<file path="config.mk">
export PLATFORM = sky130hd
export DESIGN_NAME = sprite_fetch
export DESIGN_NICKNAME = d
export VERILOG_FILES = /design/src/rtl/sprite_fetch.sv
export SDC_FILE = /design/constraint.sdc
export NUM_CORES = 1
export LEC_CHECK = 0
export BUFFER_PORTS_ARGS = -buffer_cell sky130_fd_sc_hd__buf_2
export CORE_MARGIN = 3
export CORE_UTILIZATION = 52
export DETAILED_ROUTE_END_ITERATION = 7
export GPL_TIMING_DRIVEN = 0
export HOLD_SLACK_MARGIN = 0.05
export PLACE_DENSITY = 0.86
export SYNTH_ARGS = -nofsm -noshare
export SYNTH_HDL_FRONTEND = slang
export SYNTH_SLANG_ARGS = --single-unit
</file>
<file path="constraint.sdc">
create_clock -name clk -period 4.3 [get_ports clk]
set_input_delay 0.43 -clock clk [delete_from_list [all_inputs] [get_ports clk]]
set_output_delay 0.43 -clock clk [all_outputs]
set_load 0.05 [all_outputs]
</file>
<file path="src/rtl/sprite_fetch.sv">
// Sprite fetch stage: maps the raster position onto a 16x16 sprite, addresses the
// sprite ROM, animates four frames ping-pong and registers the returned pixel.
module sprite_fetch #(
  parameter int unsigned ANIM_DIV    = 8,
  parameter logic [3:0]  TRANSPARENT = 4'h0
) (
  input  logic       clk,
  input  logic       rstn,
  input  logic [9:0] x,
  input  logic [9:0] y,
  input  logic       frame_tick,
  input  logic [9:0] pos_x,
  input  logic [9:0] pos_y,
  input  logic       anim_en,
  output logic [9:0] rom_add,
  input  logic [3:0] rom_pixel,
  output logic [1:0] frame_idx,
  output logic       pix_valid,
  output logic [3:0] pix_color
);

  localparam logic [0:0] ST_UP   = 1'b0;
  localparam logic [0:0] ST_DOWN = 1'b1;
  localparam logic [7:0] CNT_LAST = 8'(ANIM_DIV - 1);

  logic [9:0] sx_q, sx_d;
  logic [9:0] sy_q, sy_d;
  logic [7:0] cnt_q, cnt_d;
  logic [0:0] dir_q, dir_d;
  logic [1:0] frame_q, frame_d;
  logic [9:0] rom_add_q, rom_add_d;
  logic       hit1_q, hit1_d;
  logic       hit2_q, hit2_d;
  logic       pix_valid_q, pix_valid_d;
  logic [3:0] pix_color_q, pix_color_d;

  logic [9:0] dx;
  logic [9:0] dy;
  logic       hit;

  // Position and animation state only move on frame_tick so a frame never tears.
  always_comb begin
    sx_d    = sx_q;
    sy_d    = sy_q;
    cnt_d   = cnt_q;
    dir_d   = dir_q;
    frame_d = frame_q;
    if (frame_tick) begin
      sx_d = pos_x;
      sy_d = pos_y;
    end
    if (frame_tick && anim_en) begin
      if (cnt_q != CNT_LAST) begin
        cnt_d = cnt_q + 8'd1;
      end else begin
        cnt_d = '0;
        if (dir_q == ST_UP) begin
          if (frame_q != 2'd3) begin
            frame_d = frame_q + 2'd1;
          end else begin
            dir_d   = ST_DOWN;
            frame_d = 2'd2;
          end
        end else begin
          if (frame_q != 2'd0) begin
            frame_d = frame_q - 2'd1;
          end else begin
            dir_d   = ST_UP;
            frame_d = 2'd1;
          end
        end
      end
    end
  end

  // Unsigned wrap in dx/dy lets a sprite near column 1023 continue at column 0.
  always_comb begin
    dx          = x - sx_q;
    dy          = y - sy_q;
    hit         = (dx < 10'd16) && (dy < 10'd16);
    rom_add_d   = {frame_q, dy[3:0], dx[3:0]};
    hit1_d      = hit;
    hit2_d      = hit1_q;
    pix_valid_d = hit2_q && (rom_pixel != TRANSPARENT);
    pix_color_d = pix_valid_d ? rom_pixel : 4'h0;
  end

  always_ff @(posedge clk) begin
    if (!rstn) begin
      sx_q        <= '0;
      sy_q        <= '0;
      cnt_q       <= '0;
      dir_q       <= ST_UP;
      frame_q     <= '0;
      rom_add_q   <= '0;
      hit1_q      <= 1'b0;
      hit2_q      <= 1'b0;
      pix_valid_q <= 1'b0;
      pix_color_q <= '0;
    end else begin
      sx_q        <= sx_d;
      sy_q        <= sy_d;
      cnt_q       <= cnt_d;
      dir_q       <= dir_d;
      frame_q     <= frame_d;
      rom_add_q   <= rom_add_d;
      hit1_q      <= hit1_d;
      hit2_q      <= hit2_d;
      pix_valid_q <= pix_valid_d;
      pix_color_q <= pix_color_d;
    end
  end

  assign rom_add   = rom_add_q;
  assign frame_idx = frame_q;
  assign pix_valid = pix_valid_q;
  assign pix_color = pix_color_q;

endmodule

</file>
==> impl_metrics.csv <==
group,metric,value,unit
status,outcome,"completed",
global_route,grt_overflow_total,0,
drt,wl,5480,um
cts,clock_tree.htree_level_count,2,
worst_setup_path,worstSetupPathType,"register to register",
synthesis,yosys_most_used_dff,"sky130_fd_sc_hd__dfxtp_1",
worst_setup_path,crit_path_end_kind,"register",
floorplan,io-pin-count,65,
global_route,grt_first_pass_wirelength,9240,um
cts,cts_tree,"done",
synthesis,synth-simple-area-share,0.197,
sta,fmax,428,MHz
sta,finClkSkew,0.00585,ns
cts,cts_sinks,48,
floorplan,die-width,76.8,um
drt,drtAntennaViolNets,0,
synthesis,ys_warn_count,0,
cts,number_of_buffers_inserted_by_hold_repair_at_cts,0,
sta,period_share,0.543,
worst_setup_path,setup.worst_path.start_class,"register",
drt,detail_route.iter0.violations,122,
global_route,grtUsageTotal,0.192,
synthesis,yosys.area.top_type_share,0.369,
worst_setup_path,critical_path.cell_chain,"inv_1, ha_1, clkbuf_1, a21oi_1, o21ai_0, or4_1, nor4_2, o2111ai_1, nor4_2",
drt,route.vias.total,2208,
layout,final_layout_size_suffix_gt1_frac,0.218,
cts,clk_path_buf_depth,2,
worst_setup_path,dominant_cell_type_by_count_on_the_critical_path,"sky130_fd_sc_hd__nor4_2",
power,finalPower,1.07,mW
worst_setup_path,critical_path_buf_inv_count,2,
synthesis,yosysTopAreaCell,"sky130_fd_sc_hd__dfxtp_1",
layout,design.final.nets,422,
synthesis,yosys-top-cells-area,"sky130_fd_sc_hd__dfxtp_1, sky130_fd_sc_hd__ha_1, sky130_fd_sc_hd__mux2i_1",
drt,routed_wire_length_per_instance,13.0,um
placed_design,gpl.final_weighted_congestion,0.878,
global_route,first_global_vias,2081,
sta,count_of_pins_over_their_slew_limit,0,
layout,flow.area_growth_from_synthesis,20.2,%
synthesis,synth_sequential_area_ratio,0.369,
floorplan,core.rowCount,25,
sta,setup_slack,1.96,ns
drt,drtPass1Iterations,5,
floorplan,start_util,0.544,
power,power_density,341,nW/um2
sta,final_critical_period,2.34,ns
power,vdd_drop_max,0.000163,V
sta,rsz_0062_raised_after_global_routing,"no",
synthesis,synthArstFlopShare,0,
placed_design,pre_cts_slack,1.77,ns
synthesis,syn_area,2600,um2
floorplan,core,4790,um2
layout,postLayoutCoreUtil,0.654,
placed_design,numPortBuffers,64,
cts,post_cts_resize_count,0,
cts,numCtsBuffers,5,
synthesis,synth_xor_xnor_area_share,0.0639,
layout,most_common_cell_after_layout_fill_and_taps_aside,"sky130_fd_sc_hd__buf_2",
synthesis,synthDistinctLibCells,40,
synthesis,synthesis.area_per_instance,9.24,um2
power,p_leak,1.42,nW
worst_setup_path,worst-endpoint-required,4.51,ns
sta,setup_violations,0,
synthesis,yosys.area_share.adder,0.107,
floorplan,die_height,76.8,um
drt,vias_per_cell,5.24,
cts,worstSkewPairLatency,0.30,ns
worst_setup_path,worstPathMaxFanout,7,
cts,clk_transition_reported_paths,0.09,ns
sta,holdWs,0.362,ns
synthesis,cells_after_synth,282,
global_route,grt_max_degree,16,
floorplan,fp.dieArea,5900,um2
layout,final_cell_mix,"sky130_fd_sc_hd__buf_2, sky130_fd_sc_hd__dfxtp_1, sky130_fd_sc_hd__inv_1, sky130_fd_sc_hd__nor2b_1, sky130_fd_sc_hd__mux2i_1",
sta,setup-tns-final,0,ns
sta,maxSlewHeadroom,0.473,
sta,worst_slew_pin_slew,0.791,ns
drt,remaining_drc_errors,0,
worst_setup_path,crit_slowest_cell,"sky130_fd_sc_hd__or4_1",
worst_setup_path,cp_top_family,"simple AND/OR/NAND/NOR gates",
synthesis,synthesized_flop_and_latch_total,48,
run,max_cap_violations,0,
worst_setup_path,critical_path.max_stage_delay,0.52,ns
synthesis,synth-edff-count,0,
synthesis,dominant_combinational_cell_family_by_area_after_synthesis,"simple AND/OR/NAND/NOR gates",
cts,post_cts_buffers,0,
global_route,number_of_antenna_violations_at_the_first_check_in_global_routing,0,
cts,ctsRootBufferMaster,"sky130_fd_sc_hd__clkbuf_8",
layout,number_of_inserted_diodes,0,
placed_design,hpwlAfterDp,4220,um
synthesis,muxShareOfSynthArea,0.0932,
sta,hold_violations,0,
worst_setup_path,timing.critical_path.arrival,2.55,ns
synthesis,synthesized_netlist_net_count,351,
hold_path,holdCritPathClass,"primary input to register",
synthesis,compound_gate_portion_of_the_synthesized_area,0.122,
==> final cells by class <==
type / count / area, um2
plain buffers: 9 / 33.8
clock buffers: 6 / 82.6
clock inverters: 2 / 38.8
fillers: 409 / 1660
inverters: 25 / 93.8
multi-input cells: 200 / 1520
flip-flops and latches: 48 / 961
well taps: 67 / 83.8
repair buffers: 64 / 320
==> tightest hold or removal path, cell delays in order <==
cell,delay (ns)
sky130_fd_sc_hd__buf_2,0.09
sky130_fd_sc_hd__nor4_1,0.04
sky130_fd_sc_hd__nor2_1,0.08
==> logic make-up after synthesis <==
group / count (synthesis)
flip-flops: 48
multiplexers: 24
AND/OR/NAND/NOR: 90
buffers and inverters: 34
AO/OA/AOI/OAI: 46
adder cells (fa/ha/maj): 21
XOR/XNOR: 19
==> metrics by stage <==
| step | cells | cell area (um2) |
|---|---|---|
| finish | 421 | 3130 |
| global route | 421 | 3130 |
| CTS | 421 | 3130 |
| detailed placement | 413 | 3010 |
| global placement | 413 | 3010 |
| floorplan | 282 | 2610 |
==> flip-flops by register name, summed over array words and instances, names as in the netlist, 2 cells and up <==
register   cells
cnt_q          8
rom_add       10
pix_color      4
sy_q          10
frame_idx      2
sx_q          10
==> report_power, final <==
part	switching, mW	total [mW]	internal [mW]
Clock	0.160	0.351	0.190
Combinational	0.140	0.245	0.104
Sequential	0.00859	0.473	0.465
==> Yosys cell counts (3+ instances only) <==
cell type	count
sky130_fd_sc_hd__dfxtp_1	48
sky130_fd_sc_hd__inv_1	25
sky130_fd_sc_hd__nor2b_1	25
sky130_fd_sc_hd__mux2i_1	22
sky130_fd_sc_hd__ha_1	19
sky130_fd_sc_hd__and2_1	13
sky130_fd_sc_hd__nor2_1	13
sky130_fd_sc_hd__xnor2_1	13
sky130_fd_sc_hd__o21ai_0	10
sky130_fd_sc_hd__a21oi_1	9
sky130_fd_sc_hd__clkbuf_1	9
sky130_fd_sc_hd__nand2_1	9
sky130_fd_sc_hd__and3_1	7
sky130_fd_sc_hd__a21o_1	6
sky130_fd_sc_hd__xor2_1	6
sky130_fd_sc_hd__nand3_1	4
sky130_fd_sc_hd__nor3_1	4
sky130_fd_sc_hd__a211o_1	3
sky130_fd_sc_hd__a31oi_1	3
sky130_fd_sc_hd__nand2b_1	3
sky130_fd_sc_hd__nand4_1	3
sky130_fd_sc_hd__o2111ai_1	3
sky130_fd_sc_hd__or3_1	3
==> path summary, 6_finish.rpt <==
kind	start	end	slack, ns	cells after the start
setup reg to reg	sy_q[6]	hit1_q	1.96	9
hold / removal	rom_pixel[2]	pix_valid	0.36	3
hold reg to reg	hit1_q	hit2_q	0.46	1
setup / recovery	sy_q[6]	hit1_q	1.96	9
==> metal layers <==
metal	wire, um	track usage	up-vias
li1	-	-	1114
met3	348	0.0469	6
met5	0	0	-
met4	68	0.0580	0
met1	2300	0.230	1017
met2	2760	0.339	71
(Power assumes the default switching activity.)
